$ cat config.mk
export PLATFORM = sky130hd
export DESIGN_NAME = div_ctrl
export DESIGN_NICKNAME = d
export VERILOG_FILES = /design/src/rtl/div_ctrl_pkg.sv /design/src/rtl/div_ctrl.sv
export SDC_FILE = /design/constraint.sdc
export NUM_CORES = 1
export LEC_CHECK = 0
export BUFFER_PORTS_ARGS = -buffer_cell sky130_fd_sc_hd__buf_2
export CORE_UTILIZATION = 46
export CTS_CLUSTER_SIZE = 14
export DETAILED_ROUTE_END_ITERATION = 8
export PLACE_DENSITY = 0.87
export REMOVE_ABC_BUFFERS = 1
export SETUP_SLACK_MARGIN = 0.15
export SLEW_MARGIN = 20
export SYNTH_ARGS = -nofsm -noshare
export SYNTH_HDL_FRONTEND = slang
export SYNTH_SLANG_ARGS = --single-unit
$ cat constraint.sdc
create_clock -name clk -period 2.5 [get_ports clk]
set_clock_uncertainty 0.15 [all_clocks]
set_input_delay 0 -clock clk [delete_from_list [all_inputs] [get_ports clk]]
set_output_delay 0 -clock clk [all_outputs]
set_load 0.02 [all_outputs]
$ cat src/rtl/div_ctrl_pkg.sv
// div_ctrl_pkg: shared defines for the EX-stage divide controller.
// Holds bus widths, divider handshake levels, the controller state
// encoding and the latched-request record.
`timescale 1ns/1ps
package div_ctrl_pkg;

  localparam int REG_BUS        = 32;
  localparam int DOUBLE_REG_BUS = 64;

  // Divider handshake levels
  localparam logic DIV_START            = 1'b1;
  localparam logic DIV_STOP             = 1'b0;
  localparam logic DIV_RESULT_READY     = 1'b1;
  localparam logic DIV_RESULT_NOT_READY = 1'b0;

  localparam logic [REG_BUS-1:0] ZERO_WORD = '0;

  typedef enum logic [1:0] {
    ST_IDLE  = 2'b00,
    ST_BUSY  = 2'b01,
    ST_DONE  = 2'b10,
    ST_DRAIN = 2'b11
  } div_state_e;

  // Operands and flags captured when a divide is accepted
  typedef struct packed {
    logic               sgn;
    logic               dbz;
    logic [REG_BUS-1:0] op1;
    logic [REG_BUS-1:0] op2;
  } div_req_t;

endpackage

$ cat src/rtl/div_ctrl.sv
// div_ctrl: sequences DIV/DIVU between EX and the iterative divider.
// Latency: result strobe in the cycle div_ready_i rises (36 cycles, 4 for /0).
// Backpressure: stallreq_o holds the pipeline until the result is delivered.
//
// Ports:
//   clk, rst                    clock, synchronous active-high reset
//   div_req_i, div_signed_i     EX divide request and signedness
//   op1_i, op2_i                dividend / divisor from EX
//   flush_i                     kills the EX instruction (aborts a divide)
//   div_start_o, div_annul_o    divider handshake
//   div_signed_o, div_op1_o/2_o latched request presented to the divider
//   div_result_i, div_ready_i   divider result {rem, quot} and valid
//   stallreq_o                  stall request to pipeline control
//   whilo_o, hi_o, lo_o, dbz_o  HI/LO write strobe, data and div-by-zero flag
`timescale 1ns/1ps
module div_ctrl
  import div_ctrl_pkg::*;
(
  input  logic                      clk,
  input  logic                      rst,
  input  logic                      div_req_i,
  input  logic                      div_signed_i,
  input  logic [REG_BUS-1:0]        op1_i,
  input  logic [REG_BUS-1:0]        op2_i,
  input  logic                      flush_i,
  output logic                      div_start_o,
  output logic                      div_annul_o,
  output logic                      div_signed_o,
  output logic [REG_BUS-1:0]        div_op1_o,
  output logic [REG_BUS-1:0]        div_op2_o,
  input  logic [DOUBLE_REG_BUS-1:0] div_result_i,
  input  logic                      div_ready_i,
  output logic                      stallreq_o,
  output logic                      whilo_o,
  output logic [REG_BUS-1:0]        hi_o,
  output logic [REG_BUS-1:0]        lo_o,
  output logic                      dbz_o
);

  div_state_e         r_state;
  div_state_e         w_next;
  logic               r_drain_cnt;
  div_req_t           r_req;
  logic [REG_BUS-1:0] r_hi;
  logic [REG_BUS-1:0] r_lo;
  logic               r_dbz;

  logic w_accept;
  logic w_capture;

  assign w_accept  = (r_state == ST_IDLE) & div_req_i & ~flush_i;
  // A flush in the same cycle as ready wins: the instruction is dead.
  assign w_capture = (r_state == ST_BUSY) & (div_ready_i == DIV_RESULT_READY) & ~flush_i;

  // State register
  always_ff @(posedge clk) begin
    if (rst) r_state <= ST_IDLE;
    else     r_state <= w_next;
  end

  // Next-state logic
  always_comb begin
    w_next = r_state;
    case (r_state)
      ST_IDLE:  if (w_accept) w_next = ST_BUSY;
      ST_BUSY: begin
        if (flush_i)        w_next = ST_DRAIN;
        else if (w_capture) w_next = ST_DONE;
      end
      ST_DONE:  w_next = ST_IDLE;
      ST_DRAIN: if (r_drain_cnt) w_next = ST_IDLE;
      default:  w_next = ST_IDLE;
    endcase
  end

  // Output logic
  always_comb begin
    div_start_o = DIV_STOP;
    div_annul_o = 1'b0;
    stallreq_o  = 1'b0;
    whilo_o     = 1'b0;
    case (r_state)
      ST_IDLE:  stallreq_o = div_req_i & ~flush_i;
      ST_BUSY: begin
        div_start_o = DIV_START;
        div_annul_o = flush_i;
        stallreq_o  = ~w_capture;
        whilo_o     = w_capture;
      end
      // Dropping start lets the divider leave its end state; a request
      // arriving here waits for IDLE.
      ST_DONE:  stallreq_o = div_req_i;
      // Annul held for two cycles so the divider reaches free from any of
      // its on, by-zero or end states.
      ST_DRAIN: begin
        div_annul_o = 1'b1;
        stallreq_o  = div_req_i;
      end
      default: ;
    endcase
  end

  // Drain counter: zero on DRAIN entry, second DRAIN cycle sees 1
  always_ff @(posedge clk) begin
    if (rst || r_state != ST_DRAIN) r_drain_cnt <= 1'b0;
    else                            r_drain_cnt <= ~r_drain_cnt;
  end

  // Request latch: the divider re-reads operands for sign correction,
  // so they must not follow EX after acceptance.
  always_ff @(posedge clk) begin
    if (rst) begin
      r_req <= '0;
    end else if (w_accept) begin
      r_req.sgn <= div_signed_i;
      r_req.dbz <= (op2_i == ZERO_WORD);
      r_req.op1 <= op1_i;
      r_req.op2 <= op2_i;
    end
  end

  // Result hold registers
  always_ff @(posedge clk) begin
    if (rst) begin
      r_hi  <= ZERO_WORD;
      r_lo  <= ZERO_WORD;
      r_dbz <= 1'b0;
    end else if (w_capture) begin
      r_hi  <= div_result_i[DOUBLE_REG_BUS-1:REG_BUS];
      r_lo  <= div_result_i[REG_BUS-1:0];
      r_dbz <= r_req.dbz;
    end
  end

  // Data bypasses the hold registers in the strobe cycle so that
  // hi/lo/dbz are valid together with whilo_o.
  assign hi_o  = w_capture ? div_result_i[DOUBLE_REG_BUS-1:REG_BUS] : r_hi;
  assign lo_o  = w_capture ? div_result_i[REG_BUS-1:0]              : r_lo;
  assign dbz_o = w_capture ? r_req.dbz                              : r_dbz;

  assign div_signed_o = r_req.sgn;
  assign div_op1_o    = r_req.op1;
  assign div_op2_o    = r_req.op2;

endmodule

==> run summary <==
Worst path arrival time: 2.42 ns
Yosys top cell by area: dfxtp_1
Crit end category: flop
First-pass GRT wire length: 28700 um
Pleak: 0.00408 uW
CP Max Fanout: 11
GRT overflow: 0
Final GP Congestion: 0.794
Number of distinct library cells after synthesis: 24
Die Width: 111 um
Worst Setup EP: r_hi[16]
Finish-stage setup viols: 0
EDFF count, synth: 0
Hold Startpoint: op2_i[3]
PwrDens: 669 mW/mm2
Post-synth ARST share: 0%
WL final: 18400 um
Hold violation total from the final report: 0
Fillers: 729
Most common cell in the synthesized netlist: dfxtp_1
R2R depth: 4
Maximum root-to-sink buffer count: 2
Cell count after placement: 909
Yosys warns: 0
FF-to-FF Start: r_state[1]
Largest delay share family, worst path: buffers and inverters
Post-Layout Cell Count: 1082
Post-synth top cells: 134 x dfxtp_1, 132 x nand2_1, 66 x a21oi_1, 66 x nor2b_1, 65 x buf_4
Antenna viol nets, final: 0
Root Buffer: clkbuf_16
Final Cycle Share: 91.7%
Class of the most critical setup path: reg2reg
Fmax: 0.436 GHz
FF+latch area: 0.00268 mm2
Crit-path cells: and4bb_4 -> mux2_2 -> nor2b_1 -> dlygate4sd3_1
Grt met1 use: 26.8%
R2R Setup Slk: 0.21 ns
Max-slew violations: 0
Slew of the pin with the lowest slew margin: 0.762 ns
Initial Util: 47.8%
Area grow syn2layout: 54.8%
Slowest CP cell: dlygate4sd3_1
Yosys top cell area share: 48.7%
Status: complete, but fails checks
Die Ht: 111 um
Core area: 0.0115 mm2
Drt drc: 34
Flops & latches, synth: 134
Largest cells by area after synthesis: dfxtp_1 49%, mux2_2 9.8%, nand2_1 9.0%, buf_4 8.9%, nor2b_1 7.5%
Area of the multi-input gates: 0.00218 mm2
CTS tree: built
Layout cell share with drive strength beyond 1: 38.5%
Capturing point of the worst reg2reg path: r_hi[16]
PortBufs: 267
Max incr delay on CP: 0.62 ns
Clock Sinks: 134
Prevailing post-synth register cell: dfxtp_1
RSZ-0062 raised after global routing: no
DR WL/cell: 17.0 um
GRT met3 Usage: 8.44%
GRT busiest layer: met2
Die ar.: 0.0124 mm2
Total power: 5700 uW
Clock-pin slew on the worst setup and hold paths: 0.06 ns
DRT iter0 DRCs: 344
Slew margin rel.: 49.2%
Sequential area share after synthesis: 48.7%
Maxcap violations: 0
Maximum vdd drop: 0.615 mV
Syn Std Cell Area: 0.00550 mm2
Critical path required time: 2.63 ns
GRT Overall Usage: 29.8%
Crit. Startpoint: r_state[1]
Clk_lat worst skew: 0.40 ns
Bufs and invs on worst path: 1
CTS buffer count: 17
GR Util met2: 55.6%
Post-Synthesis Cells: 593
Crit start category: flop
Final min period: 2.29 ns
Worst path depth: 4
Initial antenna violation count: 1
Total Nets Final: 1059
Dpl hpwl: 9280 um
Hold WC Path Type: in2reg
Failing checks: DRC
Vias in the first global route: 5854
H-tree levels: 4
Cell Rows: 39
Largest net degree at the start of global routing: 73
First-pass DRT Iterations: 6
Via Count: 5470
Mean Syn Cell Area: 9.28 um2
Vias per std cell: 5.06
Top-level port count: 268
## metrics by stage
step	hold slack, ns	setup WS (ns)	instance area, um2	utilization [%]	setup TNS, ns
2_1_floorplan	-0.0809	-1.30	4840	-	-140.42
3_3_place_gp	0.0904	0.471	6470	56.2	0
3_5_place_dp	0.0962	0.435	6470	56.2	0
4_1_cts	0.207	0.161	8490	73.7	0
5_1_grt	0.240	0.174	8520	74.0	0
6_report	0.240	0.206	8520	74.0	0
## worst register-to-register path: cells and delay by family (launching register included)
family                 cells  cell delay (ns)
buffers and inverters      1             0.62
and+or+nand+nor            2             0.58
muxes                      1             0.37
DFF                        1             0.44
## cells by family (layout without fill, tap and decap cells)
group / Yosys count / count (layout) / share of synthesized area (%)
and+or+nand+nor: 219 / 220 / 19.1
DFF: 134 / 134 / 48.7
buffers and inverters: 104 / 448 / 12.3
AOI/OAI and AO/OA: 71 / 71 / 6.62
muxes: 65 / 65 / 13.3
other: 0 / 1 / 0
## worst min-delay path by stage
stage | to | slack [ns] | depth (start not counted)
final | div_op2_o[3] | 0.24 | 4
after global routing | div_op1_o[2] | 0.24 | 4
after CTS | div_op1_o[20] | 0.21 | 4
after detailed placement | div_op1_o[20] | 0.1 | 3
after global placement | div_op1_o[8] | 0.09 | 3
after floorplan | div_op1_o[0] | -0.08 | 1
## where the power goes
group | internal, uW | switching, uW
Combinational | 374 | 395
Sequential | 2210 | 41.6
Clock | 1800 | 882
Total | 4380 | 1320
## timing repair
| item | CTS | global route |
|---|---|---|
| gates cloned | 1 | 0 |
| hold endpoints to repair | 132 | 0 |
| hold buffers | 135 | 0 |
| setup endpoints to repair | 42 | 2 |
| resized for setup | 0 | 2 |
| pin swaps | 1 | 1 |
| buffers inserted | 1 | 3 |
## flip-flops by register name (all words and copies together) (netlist names)
signal        flops
div_op1_o        32
r_lo             32
r_drain_cnt       1
r_hi             32
div_signed_o      1
r_state           2
div_op2_o        32
r_req             1
r_dbz             1
## layout make-up
cell class              instances  share of cell area (%)
clock buffers                  24                    5.89
repair buffers                413                    33.1
flip-flops and latches        134                    31.5
multi-input cells             356                    25.5
well taps                     143                    2.10
inverters                       3                   0.132
clock inverters                 8                    1.67
diodes                          1                  0.0294
## placed cells by master, fill, tap and decap left out, drive strengths merged
master and count:
mux2 65, inv 3, or4b 1, dlygate4sd3 135, dfxtp 134, nand2 132, nor3 2, o21a 1
a2111oi 1, o31ai 1, nand4 2, diode 1, nand3b 1, clkbuf 24, and4bb 2, clkinv 3
buf 278, nor2b 66, nor4bb 1, bufinv 4, a21oi 66, clkinvlp 1, nor2 4, nor4 8
nor4b 1, o21ai 2
## metal layers
layer  part of all wire [%]  wire, um
met1                     34      6340
met2                     52      9550
met3                    6.3      1170
met4                    7.3      1340
met5                      0         0
(Power assumes the default switching activity.)
